--- src/rtl/sd_block_buffer.sv ---
// Single-block (512-byte) read buffer between a memory bus and an SD block reader.
// Optional macro SD_BLOCK_BUFFER_STATS_EN adds a saturating 16-bit miss_count output.
module sd_block_buffer (
  input  logic        clk,
  input  logic        reset,
  input  logic        enable,
  input  logic [23:0] address,
  output logic [7:0]  data_out,
  output logic        busy,
  output logic        rd_req,
  output logic [14:0] rd_block,
  input  logic        rd_byte_valid,
  input  logic [7:0]  rd_byte,
  input  logic        rd_error,
  output logic [7:0]  load_count
`ifdef SD_BLOCK_BUFFER_STATS_EN
  ,
  output logic [15:0] miss_count
`endif
);

  typedef enum logic [1:0] {IDLE, REQUEST, FILL} state_e;

  state_e      state_q, state_d;
  logic        valid_q, valid_d;
  logic [14:0] tag_q, tag_d;
  logic [8:0]  fill_idx_q, fill_idx_d;
  logic [14:0] rd_block_q, rd_block_d;
  logic [7:0]  load_count_q, load_count_d;
  logic        buf_we;
  logic        hit;
  logic [7:0]  buffer_q [512];

`ifdef SD_BLOCK_BUFFER_STATS_EN
  logic [15:0] miss_count_q, miss_count_d;
`endif

  // A hit is only honoured in IDLE so a fill in progress never serves stale data.
  assign hit        = valid_q && (tag_q == address[23:9]) && (state_q == IDLE);
  assign data_out   = hit ? buffer_q[address[8:0]] : 8'h00;
  assign busy       = (enable && !hit) || (state_q != IDLE);
  assign rd_req     = (state_q == REQUEST);
  assign rd_block   = rd_block_q;
  assign load_count = load_count_q;

  always_comb begin
    state_d      = state_q;
    valid_d      = valid_q;
    tag_d        = tag_q;
    fill_idx_d   = fill_idx_q;
    rd_block_d   = rd_block_q;
    load_count_d = load_count_q;
    buf_we       = 1'b0;
`ifdef SD_BLOCK_BUFFER_STATS_EN
    miss_count_d = miss_count_q;
`endif
    case (state_q)
      IDLE: begin
        if (enable && !hit) begin
          rd_block_d = address[23:9];
          valid_d    = 1'b0;
          fill_idx_d = 9'd0;
          state_d    = REQUEST;
`ifdef SD_BLOCK_BUFFER_STATS_EN
          if (miss_count_q != 16'hFFFF) miss_count_d = miss_count_q + 16'd1;
`endif
        end
      end
      REQUEST: state_d = FILL;
      FILL: begin
        // An error wins over a byte arriving in the same cycle.
        if (rd_error) begin
          state_d = IDLE;
        end else if (rd_byte_valid) begin
          buf_we     = 1'b1;
          fill_idx_d = fill_idx_q + 9'd1;
          if (fill_idx_q == 9'd511) begin
            tag_d        = rd_block_q;
            valid_d      = 1'b1;
            load_count_d = load_count_q + 8'd1;
            state_d      = IDLE;
          end
        end
      end
      default: state_d = IDLE;
    endcase
  end

  always_ff @(posedge clk) begin
    if (!reset) begin
      state_q      <= IDLE;
      valid_q      <= 1'b0;
      tag_q        <= 15'd0;
      fill_idx_q   <= 9'd0;
      rd_block_q   <= 15'd0;
      load_count_q <= 8'd0;
    end else begin
      state_q      <= state_d;
      valid_q      <= valid_d;
      tag_q        <= tag_d;
      fill_idx_q   <= fill_idx_d;
      rd_block_q   <= rd_block_d;
      load_count_q <= load_count_d;
    end
  end

  // Buffer storage is deliberately not reset.
  always_ff @(posedge clk) begin
    if (reset && buf_we) buffer_q[fill_idx_q] <= rd_byte;
  end

`ifdef SD_BLOCK_BUFFER_STATS_EN
  always_ff @(posedge clk) begin
    if (!reset) miss_count_q <= 16'd0;
    else        miss_count_q <= miss_count_d;
  end
  assign miss_count = miss_count_q;
`endif

endmodule

--- config.mk ---
export PLATFORM = sky130hd
export DESIGN_NAME = sd_block_buffer
export DESIGN_NICKNAME = d
export VERILOG_FILES = /design/src/rtl/sd_block_buffer.sv
export SDC_FILE = /design/constraint.sdc
export NUM_CORES = 2
export LEC_CHECK = 0
export CORE_MARGIN = 2
export CORE_UTILIZATION = 27
export CTS_CLUSTER_SIZE = 10
export DETAILED_ROUTE_END_ITERATION = 7
export GPL_TIMING_DRIVEN = 1
export PLACE_DENSITY = 0.52
export SYNTH_ARGS = -nofsm -noshare
export SYNTH_HDL_FRONTEND = slang
export SYNTH_SLANG_ARGS = --single-unit
--- constraint.sdc ---
create_clock -name clk -period 3.7 [get_ports clk]
set_input_delay 0.74 -clock clk [delete_from_list [all_inputs] [get_ports clk]]
set_output_delay 0.74 -clock clk [all_outputs]
set_load 0.01 [all_outputs]
After elaboration in Yosys (flattened, before gate mapping) --
Memory sizes are Yosys's and may differ from the RTL's. Index checks and enable logic that the tools add are counted. W data, S select, Z words.
Word-level totals: flip-flop bits (word level) 50, bits in writable memories 4096, input port bits 37, output and inout port bits 33, word-level logic and storage cells 54, memories kept 1
Memory list:
- buffer_q | depth 512, bits a word 8, rd ports 1, clocked after memory_dff 0, write ports 1, line 32 | logic [7:0] buffer_q [512];
Operators by class: add/sub/neg operators 2, equality and inequality tests 10, mux-type cells 20, bitwise gates (word level) 1, reduce and logical (&&, ||, !) cells 14
Operators by type and width (number):
- $mux W9 | 3
- $pmux W9 S2 | 1
- $eq A15 B15 Y1 | 1
- $add A9 B1 Y9 const B | 1
- $eq A9 B9 Y1 const B | 1
- $mux W1 | 9
- $add A8 B1 Y8 const B | 1
- $mux W2 | 4
- $mux W8 | 1
- $reduce_and A4 Y1 | 2
- $ne A2 B2 Y1 const B | 3
- $ne A3 B3 Y1 const B | 2
- $pmux W2 S3 | 1
- $reduce_and A5 Y1 | 1
- $logic_and A1 B1 Y1 | 4
- $reduce_bool A2 Y1 | 2
- $reduce_and A3 Y1 | 1
- $eq A2 B1 Y1 const B | 1
- $eq A2 B2 Y1 const B | 1
- $logic_not A2 Y1 | 1
- $ne A2 B1 Y1 const B | 1
- $pmux W1 S2 | 1
- $reduce_and A2 Y1 | 1
- $logic_not A1 Y1 | 1
- 2 further kinds | 2

Depth between registers and ports, before layout --
word-level depth 7, depth in mapped cells 15

Worst setup path before layout --
No wires, ideal clock.
path kind input -> output, start in address[1], end out data_out[1], arrival time 3.063 ns, setup slack -0.103 ns, stages on the path 9, path through buf_2 buf_4 buf_2 clkbuf_1 mux4_2 mux4_2 o32ai_1 nor4_1 or3_1
Between the ends: cells in the longest elaborated chain, start to end 2
Ends and longest elaborated chain:
- start: declaration | line 7 | input logic [23:0] address,
- $mem_v2 Z512 W8
- $mux W8 | line 40 | assign data_out = hit ? buffer_q[address[8:0]] : 8'h00;
- end: declaration | line 8 | output logic [7:0] data_out,
Every way passes these cells.

Final worst setup path --
start in address[0], end out data_out[5]
Same word-level chain as after synthesis.

==> results_dict.tcl <==
set metrics [dict create \
    critical_path_class "input port to primary output" \
    crit_fanout 8 \
    routedWlPerCell_um 26.7 \
    track_usage 0.153 \
    cts_tree "done" \
    vias_per_cell 4.84 \
    fin_skew_ns 0.0583 \
    synth_top_family_by_area "multiplexers" \
    yosysSeqAreaShare 0.767 \
    period_share 1.33 \
    path_buf_inv 9 \
    synthFlopType "edfxtp_1" \
    critPathArrivalTime_ns 4.19 \
    rows 284 \
    worst_pin_slew_ns 1.08 \
    r2r_slack_ns 1.00 \
    synth_top_area_share 0.761 \
    outcome "finished, violations left" \
    setup_viol 8 \
    violations "setup timing" \
    slowest_stage "mux4_1" \
    grt_pass1_wl_mm 673 \
    fin_cells 17800 \
    post-place-cells 17100 \
    hp-class "input port to flop" \
    synth_nets 7988 \
    fillers 56000 \
    antenna_found_initial 23 \
    yosys.area_share.simple 0.0303 \
    cts_buffers 465 \
    dieArea_um2 605000 \
    synthAdderAreaFrac 0.000464 \
    startpoint_type "input port" \
    crit_family "buffers and inverters" \
    vias 86300 \
    drc 0 \
    crit_start "address[0]" \
    fp.dieH_um 778 \
    cp_cell_sequence "buf_16 -> buf_16 -> buf_16 -> buf_12 -> buf_4 -> mux4_1 -> mux4_2 -> a22oi_2 -> o21ai_2 -> buf_4 -> nor4_2 -> buf_4 -> or3_4 -> buf_6 -> a21oi_2 -> or3_4 -> buf_6" \
    synth-seq-cells 4146 \
    drv_slew 0 \
    nets 9734 \
    wirelength_mm 476 \
    synth_mux_area_frac 0.149 \
    synth-compound-area-share 0.0327 \
    worstSkewPairLatency_ns 1.03 \
    overflow 0 \
    synthXorXnorAreaFrac 0.00152 \
    yosysMostFrequentCell "edfxtp_1" \
    p_leak_nw 64.9 \
    async_reset_ff_frac 0 \
    firstDrtPassIters 6 \
    yosys_warnings 0 \
    max_freq_ghz 0.203 \
    grt_max_degree 139 \
    hpwl_mm 310 \
    io_pins 70 \
    netlist_instances 7945 \
    root_buffer "clkbuf_16" \
    synth.area.top_cells "edfxtp_1, mux4_2, mux2i_1" \
    clk_path_buf_depth 4 \
    routabilityCongestion 0.826 \
    synth_area_leader_cell "edfxtp_1" \
    synth_common_cells "edfxtp_1, mux4_2, nor2_1" \
    rsz0062_at_grt "true" \
    synthToLayoutAreaGrowth_pct 23.5 \
    reg2regPathDepth 10 \
    slew-limit-headroom 0.277 \
    grt_pass1_vias 89000 \
    clk_pin_slew_ns 0.05 \
    synth-edff-count 4096 \
    fin_util 0.334 \
    die_w_um 778 \
    cp.required_ns 2.96 \
    fin_crit_ns 4.93 \
    drt-initial-drc-count 9344 \
    yosys.cell_types.count 69 \
    powerDensity_nw_per_um2 489 \
    cpPeakStageDelay_ns 0.55 \
    p_total_mw 97.5 \
    setup.worst_path.end "data_out[5]" \
    endpoint_kind "primary output" \
    portBuffers 69 \
    hold_viol_final 0 \
    crit-reg2reg-launch "state_q[1]" \
    syn_area_um2 162000 \
    core_area_um2 597000 \
    fin_ws_ns -1.23 \
    start_util 0.271 \
    detail-route-antenna-nets 0 \
    avgSynthCellArea_um2 20.3 \
    vdd_ir_drop_max_uv 459 \
    critical_path_depth 17 \
    layout-drive-gt1-share 0.338 \
    regToRegEndpoint "buffer_q[411][7]" \
    htree_levels 5 \
    maxCapViolations 0 \
    cts_sinks 4146 \
]
==> sequential cells by signal, indices dropped and copies added, names as in the netlist <==
signal / cells
buffer_q: 4096
fill_idx_q: 9
load_count: 8
rd_block: 15
state_q: 2
tag_q: 15
valid_q: 1
==> final cells by class <==
cell class	instances	area, um2	area share
Antenna cell	4	10.0	0.0000501
Inverter	10	50.0	0.000251
Multi-Input combinational cell	3294	36100	0.181
Clock buffer	557	12100	0.0608
Timing Repair Buffer	1774	16800	0.0841
Clock inverter	43	531	0.00266
Tap cell	8008	10000	0.0502
Sequential cell	4146	124000	0.621
==> metrics by stage <==
step / instance area [um2] / hold slack, ns / setup WS [ns] / TNS, ns
floorplan: 162000 / 0.448 / -0.0152 / -0.0543
global placement: 184000 / 0.457 / -2.61 / -15.92
detailed placement: 184000 / 0.460 / -2.45 / -15.68
CTS: 199000 / 0.0790 / -1.29 / -9.18
global route: 200000 / 0.125 / -1.23 / -8.90
finish: 200000 / 0.167 / -1.23 / -8.43
==> per-layer routing <==
layer | up-vias | track usage | share of wire
li1 | 36200 | - | -
met1 | 46300 | 0.212 | 0.43
met2 | 3096 | 0.252 | 0.48
met3 | 653 | 0.0206 | 0.066
met4 | 0 | 0.0388 | 0.027
met5 | - | 0 | 0
==> worst register-to-register path, stage by stage, from the launching register on <==
cell	delay, ns
dfxtp_1	0.35
buf_4	0.13
nor3b_1	0.27
and2_0	0.19
buf_4	0.20
and3_1	0.25
buf_12	0.14
nand2_4	0.09
buf_12	0.24
nor2_1	0.30
buf_4	0.23
==> worst min-delay path by stage <==
stage                            from               end  slack, ns  depth (start not counted)
after floorplan              tag_q[2]          tag_q[2]       0.45                          2
after global placement    rd_block[9]          tag_q[9]       0.46                          2
after detailed placement    tag_q[13]         tag_q[13]       0.46                          2
after CTS                  rd_byte[5]  buffer_q[416][5]       0.08                          1
after global routing       rd_byte[5]  buffer_q[416][5]       0.13                          1
final                      rd_byte[5]  buffer_q[416][5]       0.17                          1
==> power breakdown <==
part,internal (mW),switching (mW)
clock network,22.8,17.5
logic,2.29,3.32
registers,51.6,0.0109
total,76.7,20.8
==> cell usage in the layout, fill, tap and decap left out, drive strengths merged, types with 34 or more instances in the layout <==
cell type,Yosys,final
a21oi,121,121
a22oi,165,165
buf,276,1721
clkbuf,219,562
clkdlybuf4s50,0,44
clkinv,2,34
dfxtp,50,50
edfxtp,4096,4096
mux2,53,53
mux2i,474,474
mux4,827,827
nand2,255,255
nand3,72,72
nor2,628,628
nor3,52,52
o21ai,86,86
o221ai,134,134
o22ai,96,96
==> repair_timing <==
item                                   CTS  global route
hold buffers                             0             0
pin swaps                               58            54
setup endpoints to repair                9             9
setup buffers                           54            63
endpoints found under the hold margin    0             0
resized for setup                      262           131
gates cloned                             9             5
==> cells by family after synthesis <==
family,Yosys count
XOR/XNOR,28
adder cells (fa/ha/maj),6
flip-flops,4146
AND/OR/NAND/NOR,1154
buffers and inverters,505
multiplexers,1354
AO/OA/AOI/OAI,752
Power figures use the tool's default switching activity.
